File: src/rtl/router_dst_fifo.sv
// router_dst_fifo
//   First-word-fall-through destination FIFO for a packet router. Each entry
//   stores {sop, data}. An optional idle-read timeout flushes the FIFO when
//   the destination leaves valid data unread for TIMEOUT consecutive cycles.
//
//   Build option: define ROUTER_DST_TIMEOUT_EN to include the timeout timer and
//   flush logic. When undefined, soft_reset is tied low and TIMEOUT is unused.
//
// Ports
//   clock      : sole clock, rising edge
//   reset      : synchronous active-high reset
//   we         : write request
//   data_in    : write data (DATA_WIDTH)
//   sop_in     : data_in is a packet header byte
//   full       : FIFO holds DEPTH entries
//   read_enb   : destination read request
//   vld_out    : head entry valid (FIFO not empty)
//   data_out   : head entry data, 0 when empty
//   sop_out    : head entry is a header byte, 0 when empty
//   count      : current occupancy ($clog2(DEPTH)+1 bits)
//   soft_reset : one-cycle pulse following a timeout flush
module router_dst_fifo #(
  parameter int DATA_WIDTH = 8,
  parameter int DEPTH      = 16,
  parameter int TIMEOUT    = 30
) (
  input  logic                     clock,
  input  logic                     reset,
  input  logic                     we,
  input  logic [DATA_WIDTH-1:0]    data_in,
  input  logic                     sop_in,
  output logic                     full,
  input  logic                     read_enb,
  output logic                     vld_out,
  output logic [DATA_WIDTH-1:0]    data_out,
  output logic                     sop_out,
  output logic [$clog2(DEPTH):0]   count,
  output logic                     soft_reset
);

  localparam int AW = $clog2(DEPTH);
  localparam int CW = AW + 1;

  if (DATA_WIDTH < 2) begin : g_bad_width
    $error("router_dst_fifo: DATA_WIDTH must be >= 2");
  end
  if (DEPTH < 2 || (DEPTH & (DEPTH - 1)) != 0) begin : g_bad_depth
    $error("router_dst_fifo: DEPTH must be a power of two >= 2");
  end
  if (TIMEOUT < 2) begin : g_bad_timeout
    $error("router_dst_fifo: TIMEOUT must be >= 2");
  end

  logic [DATA_WIDTH:0] mem [DEPTH];
  logic [AW-1:0]       wr_ptr;
  logic [AW-1:0]       rd_ptr;
  logic [DATA_WIDTH:0] head;
  logic                wr_acc;
  logic                rd_acc;
  logic                flush;

  assign vld_out = (count != '0);
  assign full    = (count == CW'(DEPTH));

  // Flush wins over a same-cycle write; a flush only happens on an idle
  // cycle, so no read can coincide with it.
  assign wr_acc = we & ~full & ~flush;
  assign rd_acc = read_enb & vld_out;

  assign head     = mem[rd_ptr];
  assign data_out = vld_out ? head[DATA_WIDTH-1:0] : '0;
  assign sop_out  = vld_out ? head[DATA_WIDTH] : 1'b0;

`ifdef ROUTER_DST_TIMEOUT_EN
  localparam int TW = (TIMEOUT > 2) ? $clog2(TIMEOUT) : 1;

  logic [TW-1:0] timer;
  logic          idle;

  assign idle  = vld_out & ~read_enb;
  // timer holds the number of idle cycles already completed, so this edge
  // completes the TIMEOUT-th one when it reads TIMEOUT-1.
  assign flush = idle & (timer == TW'(TIMEOUT - 1));

  always_ff @(posedge clock) begin
    if (reset) begin
      timer      <= '0;
      soft_reset <= 1'b0;
    end else begin
      soft_reset <= flush;
      if (!idle || flush) begin
        timer <= '0;
      end else begin
        timer <= timer + 1'b1;
      end
    end
  end
`else
  assign flush      = 1'b0;
  assign soft_reset = 1'b0;
`endif

  // Storage is never cleared; occupancy alone decides what is visible.
  always_ff @(posedge clock) begin
    if (wr_acc && !reset) begin
      mem[wr_ptr] <= {sop_in, data_in};
    end
  end

  always_ff @(posedge clock) begin
    if (reset || flush) begin
      wr_ptr <= '0;
      rd_ptr <= '0;
      count  <= '0;
    end else begin
      if (wr_acc) begin
        wr_ptr <= wr_ptr + 1'b1;
      end
      if (rd_acc) begin
        rd_ptr <= rd_ptr + 1'b1;
      end
      case ({wr_acc, rd_acc})
        2'b10:   count <= count + 1'b1;
        2'b01:   count <= count - 1'b1;
        default: count <= count;
      endcase
    end
  end

endmodule

File: config.mk
export PLATFORM = sky130hd
export DESIGN_NAME = router_dst_fifo
export DESIGN_NICKNAME = d
export VERILOG_FILES = /design/src/rtl/router_dst_fifo.sv
export SDC_FILE = /design/constraint.sdc
export NUM_CORES = 1
export LEC_CHECK = 0
export CELL_PAD_IN_SITES_DETAIL_PLACEMENT = 1
export CELL_PAD_IN_SITES_GLOBAL_PLACEMENT = 1
export CORE_ASPECT_RATIO = 1.4
export CORE_MARGIN = 3
export CORE_UTILIZATION = 25
export CTS_CLUSTER_SIZE = 25
export DETAILED_ROUTE_END_ITERATION = 10
export HOLD_SLACK_MARGIN = 0.05
export PLACE_DENSITY = 0.43
export REMOVE_ABC_BUFFERS = 1
export SETUP_SLACK_MARGIN = 0.4
export SLEW_MARGIN = 20
export SYNTH_ARGS = -nofsm -noshare
export SYNTH_HDL_FRONTEND = slang
export SYNTH_SLANG_ARGS = --single-unit
File: constraint.sdc
create_clock -name clock -period 3 [get_ports clock]
set_input_delay 0.75 -clock clock [delete_from_list [all_inputs] [get_ports clock]]
set_output_delay 0.75 -clock clock [all_outputs]
set_load 0.005 [all_outputs]
=== After elaboration in Yosys (flattened, before gate mapping) ===
Memory sizes are Yosys's and may differ from the RTL's. A register that Yosys moved wholly into a read port is not among the register bits.
Index checks and enable logic that the tools add are counted.

* Input port bits: 13
* Register bits after elaboration: 13
* Logic and storage cells: 25
* Memories kept: 1
* RAM bits: 144
* Output and inout port bits: 17

* Equal/unequal tests: 3
* Reductions and logical operators: 4
* Add/sub/neg operators: 4
* Bitwise logic cells: 3
* Mux-type cells: 7

{| class="wikitable"
|+ Memory list
! name !! depth !! bits a word !! read ports !! clocked after Yosys merged registers in !! wr ports !! RTL line !! RTL
|-
| mem || 16 || 9 || 1 || 1 || 1 || 54 || <nowiki>logic [DATA_WIDTH:0] mem [DEPTH];</nowiki>
|}

{| class="wikitable"
|+ Operators by type and width
! kind !! number
|-
| 5-bit case mux with 2 select lines || 1
|-
| 4-bit by 1-bit adder with 4-bit output (second input constant) || 2
|-
| 4-bit 2-to-1 mux || 2
|-
| 8-bit 2-to-1 mux || 1
|-
| 5-bit by 1-bit adder with 5-bit output (second input constant) || 1
|-
| 5-bit equality test (second input constant) || 1
|-
| 5-bit nonzero test || 1
|-
| 5-bit by 1-bit subtractor with 5-bit output (second input constant) || 1
|-
| 1-bit 2-to-1 mux || 3
|-
| 1-bit bitwise AND || 2
|-
| 2-bit by 1-bit equality test with 1-bit output (second input constant) || 1
|-
| 2-bit equality test (second input constant) || 1
|-
| 2-bit nonzero test || 1
|-
| 1-bit logical AND || 1
|-
| 1-bit logical NOT || 1
|-
| 1-bit inverter || 1
|}

=== Longest topological paths before layout ===
* Word-level depth: 6
* Depth in mapped cells: 11
* Gate-level depth less buffers: 9

=== Worst setup path before layout ===
No wires, ideal clock.

* Kind: register to register
* Start point: register count[0]
* End point: register count[4]
* Arrival: 2,694 ps
* Path buffers: 2
* Setup slack: 236 ps
* Setup time: 70 ps
* Cell stages (with the launch flop): 12
* Clock period less this slack: 2,764 ps
* Cells stage by stage: dfxtp_1 -> or4_4 -> buf_6 -> o21a_1 -> buf_6 -> inv_1 -> ha_1 -> ha_1 -> a21oi_1 -> a21oi_1 -> or4_1 -> a21oi_1

* Word-level cells in the longest chain between the ends: 5

{| class="wikitable"
|+ RTL lines
! item !! RTL line !! RTL
|-
| from (decl) || 37 || <nowiki>output logic [$clog2(DEPTH):0] count,</nowiki>
|-
| from (signal assigned) || 123 || <nowiki>2'b10: count <= count + 1'b1;</nowiki>
|-
| from (signal assigned) || 124 || <nowiki>2'b01: count <= count - 1'b1;</nowiki>
|-
| from (signal assigned) || 125 || <nowiki>default: count <= count;</nowiki>
|-
| 5-bit equality test || 63 || <nowiki>assign full = (count == CW'(DEPTH));</nowiki>
|-
| 1-bit inverter || 67 || <nowiki>assign wr_acc = we & ~full & ~flush;</nowiki>
|-
| 1-bit bitwise AND || 67 ||
|-
| 2-bit by 1-bit equality test with 1-bit output / 2-bit equality test (equally long branches) || 122 || <nowiki>case ({wr_acc, rd_acc})</nowiki>
|-
| 5-bit case mux with 2 select lines / 2-bit nonzero test (equally long branches) || - ||
|}

Parallel ways exist; a longest one is shown, timed or not.
A chain may end at the register's enable or synchronous reset.

==> out/results.tsv <==
metric	value	unit
status	complete, no violations	
synth_top_flop_cell	edfxtp_1	
grt-ovfl-total	0	
swShare	27.3	%
p_seq_share	39.7	%
power_frac_comb	27.9	%
p_sw	1.79	mW
initial_utilization	25.4	%
firstDrtPassIters	4	
yosysMostFrequentCell	edfxtp_1	
gp_congestion	0.726	
rows	69	
fin_nets	462	
finalSetupViolCount	0	
antenna_cells	0	
ys_ff_latch	161	
wl_per_cell	20.0	um
syn_to_final_growth	29.1	%
ios	30	
synthTopCellsByCount	edfxtp_1, mux4_2, nor2_1, a211oi_1, dfxtp_1	
dpl_worst_slack	-0.0300	ns
drcViolationCount	0	
p_int	4.77	mW
via_per_inst	4.42	
root_buffer	clkbuf_16	
hold_viol	0	
synth_edf_count	144	
worstMarginPinSlew	0.609	ns
final_area	8360	sq um
power_frac_clock	32.4	%
postCtsHoldBufs	0	
multiInputGateArea	1820	sq um
fillers	2566	
cp.required	2.25	ns
port_buffers	28	
drtIter0Drc	250	
seq_area_frac_synth	72.0	%
avgSynthCellArea	18.8	sq um
clock_path_buffers	2	
skew	0.00827	ns
grt_max_degree	17	
cp-end-kind	primary output	
cts_tree	yes	
synth_top_area_share	66.8	%
crit_arrival	2.12	ns
worstHoldPathType	flip-flop to flip-flop	
path_class	flip-flop to primary output	
drt.antenna.violating_nets	0	
core	25500	sq um
fp.dieW	142	um
synth_area	6480	sq um
synth_cell_type_count	35	
ir_drop	451	uV
worst_slack	0.129	ns
drv_slew	0	
ys_async_sr_fraction	0	%
dieArea	27900	sq um
layout.cells.non_filler	771	
power	6.56	mW
synthTopCellsByArea	edfxtp_1, mux4_2, dfxtp_1	
grt_usage	11.8	%
htreeDepth	4	
fin_crit	2.87	ns
cts_made_buffers	17	
worstSkewPairLatency	0.42	ns
num_vias	3407	
rrSetupSlack	0.27	ns
rsz0062_at_grt	true	
syn_inst	344	
synth_top_area_cell	edfxtp_1	
relSlewSlack	59.3	%
grt_antenna_before_repair	0	
clkSinkCount	161	
p_per_area	784	nW/um^2
ys_warn_count	0	
dpl.hpwl	10.3	mm
drive_above_1_share	39.2	%
final_util	32.8	%
period_share	95.7	%
fmax	348	MHz
regArea	4680	sq um
path_clk_slew	0.06	ns
critPathLaunchType	flip-flop	
placedCellCount	716	
drv_cap	0	
grt_pass1_wl	24.0	mm
critPathMaxFanout	8	
p_leak	2.76	nW
dpl-instance-area	7410	sq um
fp.dieH	196	um
routed_wirelength	15.4	mm
grt_pass1_vias	3880	
[critical path, stage by stage (launching register included)]
cell and delay, ns:
dfxtp_4 0.37, buf_12 0.15, mux4_2 0.49, nor2b_1 0.15, a211oi_2 0.27, a211oi_2 0.06
clkdlybuf4s15_1 0.21
[cells in the final DEF, fill, tap and decap left out, types with 9 or more instances in the layout]
cell and count:
buf_4 53, a211oi_2 11, nor2b_1 9, nor2_1 28
mux2i_1 11, mux4_2 36, edfxtp_1 144, clkdlybuf4s50_1 17
buf_2 10, dfxtp_1 11, clkbuf_16 17
[power by group through the flow]
stage | registers (mW) | logic [mW] | clock network, mW
after floorplan | 2.69 | 0.649 | 0
after global placement | 2.65 | 1.47 | 0
after detailed placement | 2.65 | 1.48 | 0
after CTS | 2.61 | 1.79 | 2.19
after global routing | 2.62 | 2.01 | 2.29
final | 2.60 | 1.83 | 2.12
[flip-flops by register name, summed over array words and instances, names as in the netlist, named ones only]
signal	cells
count	5
mem	144
wr_ptr	4
rd_ptr	4
[worst paths after layout]
path | start | endpoint | cells after the start
max | flip-flop | sop_out | 6
min | rd_ptr[3] | rd_ptr[3] | 2
max reg2reg | count[0] | count[4] | 11
min reg2reg | rd_ptr[3] | rd_ptr[3] | 2
[per-layer routing]
layer	track usage, %	up-vias	part of all wire (%)
met4	3.84	0	1.3
li1	-	1560	-
met5	0	-	0
met2	21.2	39	54
met3	2.67	10	2.4
met1	13.9	1798	42
[repair_timing]
item | CTS | global route
setup endpoints to repair | 12 | 13
gates cloned | 0 | 0
gates resized for setup | 78 | 10
setup buffers | 20 | 3
pin swaps | 17 | 7
[through the flow]
stage	hold slack (ns)	setup TNS [ns]
2_1_floorplan	0.485	-1.28
3_3_place_gp	0.513	0
3_5_place_dp	0.530	-0.0300
4_1_cts	0.564	0
5_1_grt	0.600	0
6_report	0.547	0
[cell families after synthesis]
family | count (synthesis) | synth area share (%)
AO/OA/AOI/OAI | 32 | 3.61
XOR/XNOR | 8 | 1.08
adder cells (fa/ha/maj) | 10 | 2.05
buffers and inverters | 26 | 2.36
flip-flops | 161 | 72.0
multiplexers | 48 | 14.4
other | 1 | 0.0579
AND/OR/NAND/NOR | 58 | 4.44
[layout make-up]
type / instances / share of cell area [%]
tap: 319 / 4.77
timing repair buffer: 95 / 10.3
clock buffer: 17 / 5.09
clock inverter: 15 / 1.87
sequential: 161 / 55.9
multi-input combinational: 157 / 21.7
inverter: 7 / 0.314
Note: power is estimated with default switching activity, not from simulation.
